$ cat config.mk
export PLATFORM = sky130hd
export DESIGN_NAME = mmio_master
export DESIGN_NICKNAME = d
export VERILOG_FILES = /design/src/rtl/mmio_master.sv
export SDC_FILE = /design/constraint.sdc
export NUM_CORES = 1
export LEC_CHECK = 0
export BUFFER_PORTS_ARGS = -buffer_cell sky130_fd_sc_hd__buf_2
export CORE_AREA = 2 2 96 98
export CTS_CLUSTER_DIAMETER = 40
export DETAILED_ROUTE_END_ITERATION = 8
export DIE_AREA = 0 0 98 100
export PLACE_DENSITY = 0.78
export SLEW_MARGIN = 10
export SYNTH_ARGS = -nofsm -noshare
export SYNTH_HDL_FRONTEND = slang
export SYNTH_SLANG_ARGS = --single-unit
export TNS_END_PERCENT = 1
$ cat constraint.sdc
create_clock -name clk -period 2.5 [get_ports clk]
set_clock_uncertainty 0.2 [all_clocks]
set_input_delay 0.125 -clock clk [delete_from_list [all_inputs] [get_ports clk]]
set_output_delay 0.125 -clock clk [all_outputs]
set_load 0.1 [all_outputs]
$ cat src/rtl/mmio_master.sv
// MMIO master: one outstanding command -> single bus transfer -> response.
// Optional bus timeout compiled in with MMIO_MASTER_TIMEOUT_EN.
module mmio_master #(
  parameter int TIMEOUT_CYCLES = 16,
  parameter int CNT_W          = 16
) (
  input  logic        clk,
  input  logic        rst,
  input  logic        cmd_valid,
  output logic        cmd_ready,
  input  logic        cmd_write,
  input  logic [31:0] cmd_addr,
  input  logic [31:0] cmd_wdata,
  input  logic [3:0]  cmd_wstrb,
  output logic        rsp_valid,
  input  logic        rsp_ready,
  output logic [31:0] rsp_rdata,
  output logic        rsp_err,
  output logic        valid,
  output logic [31:0] addr,
  output logic [31:0] wdata,
  output logic [3:0]  wstrb,
  input  logic [31:0] rdata,
  input  logic        ready,
  output logic        busy
);

  typedef enum logic [1:0] {
    IDLE = 2'd0,
    BUS  = 2'd1,
    RESP = 2'd2
  } state_t;

  state_t state;
  logic   cmd_ready_q;
  logic   tmo;

  assign valid     = (state == BUS);
  assign rsp_valid = (state == RESP);
  assign busy      = (state != IDLE);
  assign cmd_ready = cmd_ready_q;

`ifdef MMIO_MASTER_TIMEOUT_EN
  logic [CNT_W-1:0] cnt;
  logic             err_q;

  assign tmo     = (cnt == CNT_W'(TIMEOUT_CYCLES - 1));
  assign rsp_err = err_q;

  // Wait counter: restarts on every BUS entry, counts cycles without ready.
  always_ff @(posedge clk) begin
    if (rst)
      cnt <= '0;
    else if (state != BUS)
      cnt <= '0;
    else if (!ready)
      cnt <= cnt + 1'b1;
  end

  // Error flag: set only when the bus abandons a transfer.
  always_ff @(posedge clk) begin
    if (rst)
      err_q <= 1'b0;
    else if (state == BUS)
      err_q <= !ready && tmo;
  end
`else
  assign tmo     = 1'b0;
  assign rsp_err = 1'b0;
`endif

  // Control FSM with bus request and response data registers.
  always_ff @(posedge clk) begin
    if (rst) begin
      state       <= IDLE;
      cmd_ready_q <= 1'b0;
      addr        <= '0;
      wdata       <= '0;
      wstrb       <= '0;
      rsp_rdata   <= '0;
    end else begin
      unique case (state)
        IDLE: begin
          if (cmd_ready_q && cmd_valid) begin
            state       <= BUS;
            cmd_ready_q <= 1'b0;
            addr        <= cmd_addr;
            wdata       <= cmd_wdata;
            if (!cmd_write)
              wstrb <= 4'b0000;
            else if (cmd_wstrb == 4'b0000)
              wstrb <= 4'b1111;
            else
              wstrb <= cmd_wstrb;
          end else begin
            cmd_ready_q <= 1'b1;
          end
        end
        BUS: begin
          if (ready) begin
            state     <= RESP;
            rsp_rdata <= rdata;
          end else if (tmo) begin
            state     <= RESP;
            rsp_rdata <= 32'h0;
          end
        end
        RESP: begin
          if (rsp_ready) begin
            state       <= IDLE;
            cmd_ready_q <= 1'b1;
          end
        end
        default: begin
          state       <= IDLE;
          cmd_ready_q <= 1'b0;
        end
      endcase
    end
  end

endmodule

==> impl_metrics.yaml <==
outcome:
  outcome: "completed"
critical_path:
  cp-start-kind: "flop"
  crit_path_top_delay_cell: "dlygate4sd3_1"
  critPathTopFamily: "buffers and inverters"
  r2r_end: "wstrb[0]$_SDFFE_PP0P_"
  r2r_slack_ps: 280
  cp.arrival_ps: 2300
  worst-path-buf-inv: 2
  ff2ff_path_depth: 5
  worstSetupPathType: "reg -> reg"
  rr_startpoint: "state[1]$_SDFFE_PP0P_"
  end_kind: "flop"
  crit_chain: "nor4bb_4 -> buf_4 -> o211ai_1 -> dlygate4sd3_1 -> a21oi_1"
  slowest_delay_ps: 580
  critPathRequiredTime_ps: 2590
  cp_max_fo: 33
logic_synthesis:
  synth_warnings: 0
  syn-num-nets: 564
  synth_top_cell_by_area: "dfxtp_1"
  synth_top_area_share_pct: 55.23
  synth_edf_count: 0
  syn_avg_cell_area_um2: 8.152
  async_reset_ff_share_pct: 0
  seq_area_frac_synth_pct: 55.23
  synth-seq-cells: 103
  netlist_top_cells_count: "nand2_1, dfxtp_1, a21oi_1"
  synthCells: 458
  synth_ff_type: "dfxtp_1"
  synthDistinctLibCells: 21
  synthesis.area_mm2: 0.003734
  synth.area.top_cells: "dfxtp_1, nand2_1, a21oi_1"
  yosysMostFrequentCell: "nand2_1"
place:
  dp_hpwl_um: 6892
  pre_cts_slack_ps: 575.7
  numPortBuffers: 209
  gp_congestion: 0.7884
clock_tree:
  cts-root-buf: "clkbuf_8"
  insertion_delay_ps: 350
  clock-sinks: 103
  cts.clk_slew.worst_paths_ps: 90
  h-tree-depth: 3
  tritoncts: "yes"
  ctsResizeCount: 0
  cts_buffers: 9
  cts_max_path_buffers: 2
floorplanning:
  die_width_um: 98
  design.core.area_mm2: 0.008890
  start_util_pct: 42.00
  io-pin-count: 211
  die_h_um: 100
  placementRows: 35
  die_area_mm2: 0.009800
global_routing:
  grt_pass1_wl_um: 18370
  grt_overflow: 0
  grt_max_degree: 58
  track_usage_pct: 22.97
  grt_pass1_vias: 4068
  antenna_found_initial: 0
worst_hold_path:
  whs_endpoint: "wstrb[1]$_SDFFE_PP0P_"
  hold_depth: 4
  min_path_type: "in -> reg"
  hold_start: "cmd_wstrb[0]"
sta:
  tightest_slew_ps: 581.4
  finalCritPeriodShare_pct: 88.68
  setup_viol: 0
  hold_viol: 0
  relSlewSlack_pct: 60.88
  setup_tns_ps: 0
  rsz0062_at_grt: "false"
  max_freq_ghz: 0.4511
  min_period_ps: 2217
  final_max_slew_viol_count: 0
  worst_slack_ps: 283.1
power:
  powerDensity_mw_per_mm2: 664.3
  p_leak_nw: 2.739
  vdd_drop_max_mv: 0.4479
  total_power_w: 0.004057
layout:
  n_antenna_cell: 0
  fillers: 694
  areaGrowthSynthToFinish_pct: 63.57
  layout-drive-gt1-share_pct: 33.47
  utilization_pct: 68.70
  final_nets: 858
detailed_routing:
  drt-total-wl_um: 11970
  post_drt_wl_per_cell_um: 13.81
  ant_nets: 0
  drt_iter0_drc: 159
  viasPerCell: 4.799
  drc_errors: 0
  first_pass_iters: 4
  vias: 4161
flow_run:
  maxCapViolCount: 0
==> worst reg2reg max path: cells and delay by family (launching register included) <==
kind / cells / cell delay [ps]
AO/OA/AOI/OAI: 2 / 260
buffers and inverters: 2 / 950
flip-flops: 1 / 420
AND/OR/NAND/NOR: 1 / 330
==> kinds of logic after synthesis <==
kind of cell           after synthesis  share of synthesized area [%]
and+or+nand+nor                    207                          22.12
DFF                                103                          55.23
other                                1                         0.1004
muxes                                1                         0.3016
buffers and inverters               38                          5.362
AOI/OAI and AO/OA                  108                          16.89
==> cell usage in the layout (no fill, tap or decap) <==
cell	synthesis	layout
buf_12	0	2
inv_1	1	1
buf_4	4	5
bufinv_16	0	3
nor2b_1	2	2
and3b_1	1	1
nand2_1	198	198
dlygate4sd3_1	0	105
a21oi_1	83	83
mux2_2	1	1
nor4_1	1	1
dfxtp_1	103	103
buf_2	10	208
conb_1	1	1
nand3b_1	1	1
a21oi_2	20	20
nor4bb_4	1	1
nor3_1	1	1
clkbuf_8	0	11
clkbuf_1	19	1
o211ai_1	4	4
nand4bb_4	0	1
o211a_1	1	1
or2_2	1	1
==> metrics by stage <==
stage | cell area (µm²) | hold WS, ps | std cells
CTS | 6107 | 11.45 | 867
detailed placement | 4811 | 170.5 | 747
finish | 6107 | 12.32 | 867
global placement | 4811 | 163.4 | 747
floorplan | 3734 | 60.99 | 458
global route | 6107 | 13.34 | 867
==> cell type report <==
class | count | area (µm²) | area share (%)
clock buffers | 12 | 155.1 | 2.540
multi-input cells | 317 | 1488 | 24.36
inverters | 1 | 3.754 | 0.06146
flip-flops and latches | 103 | 2062 | 33.76
clock inverters | 3 | 90.09 | 1.475
well taps | 111 | 138.9 | 2.274
repair buffers | 320 | 2170 | 35.53
==> power breakdown <==
part | switching [W] | total (W) | internal, W
Sequential | 0.0000410 | 0.00175 | 0.00171
Clock | 0.000534 | 0.00125 | 0.000716
Combinational | 0.000768 | 0.00105 | 0.000286
==> state kept, by name, indices dropped and copies added (netlist names) <==
signal     count
wstrb          4
addr          32
state          2
cmd_ready      1
wdata         32
rsp_rdata     32
==> worst max path at each step <==
| stage | startpoint | end | slack [ps] | depth (start not counted) |
|---|---|---|---|---|
| 2_1_floorplan | state[1]$_SDFFE_PP0P_ | state[1]$_SDFFE_PP0P_ | 130 | 4 |
| 3_3_place_gp | state[0]$_SDFFE_PP0P_ | addr[29]$_SDFFE_PP0P_ | 650 | 4 |
| 3_5_place_dp | state[0]$_SDFFE_PP0P_ | addr[14]$_SDFFE_PP0P_ | 580 | 4 |
| 4_1_cts | state[1]$_SDFFE_PP0P_ | wstrb[2]$_SDFFE_PP0P_ | 270 | 5 |
| 5_1_grt | state[1]$_SDFFE_PP0P_ | wstrb[0]$_SDFFE_PP0P_ | 150 | 5 |
| 6_report | state[1]$_SDFFE_PP0P_ | wstrb[0]$_SDFFE_PP0P_ | 280 | 5 |
==> layer usage <==
layer,track usage (%),vias to the layer above,wire [µm]
met3,6.198,35,791
met1,23.97,1896,4612
li1,-,2049,-
met5,0,-,0
met2,43.68,181,6256
met4,9.081,0,313
==> what timing repair did <==
action,CTS,global route
hold buffers,105,0
setup buffers,0,0
hold endpoints to repair,103,0
Note: power is estimated with default switching activity, not from simulation.
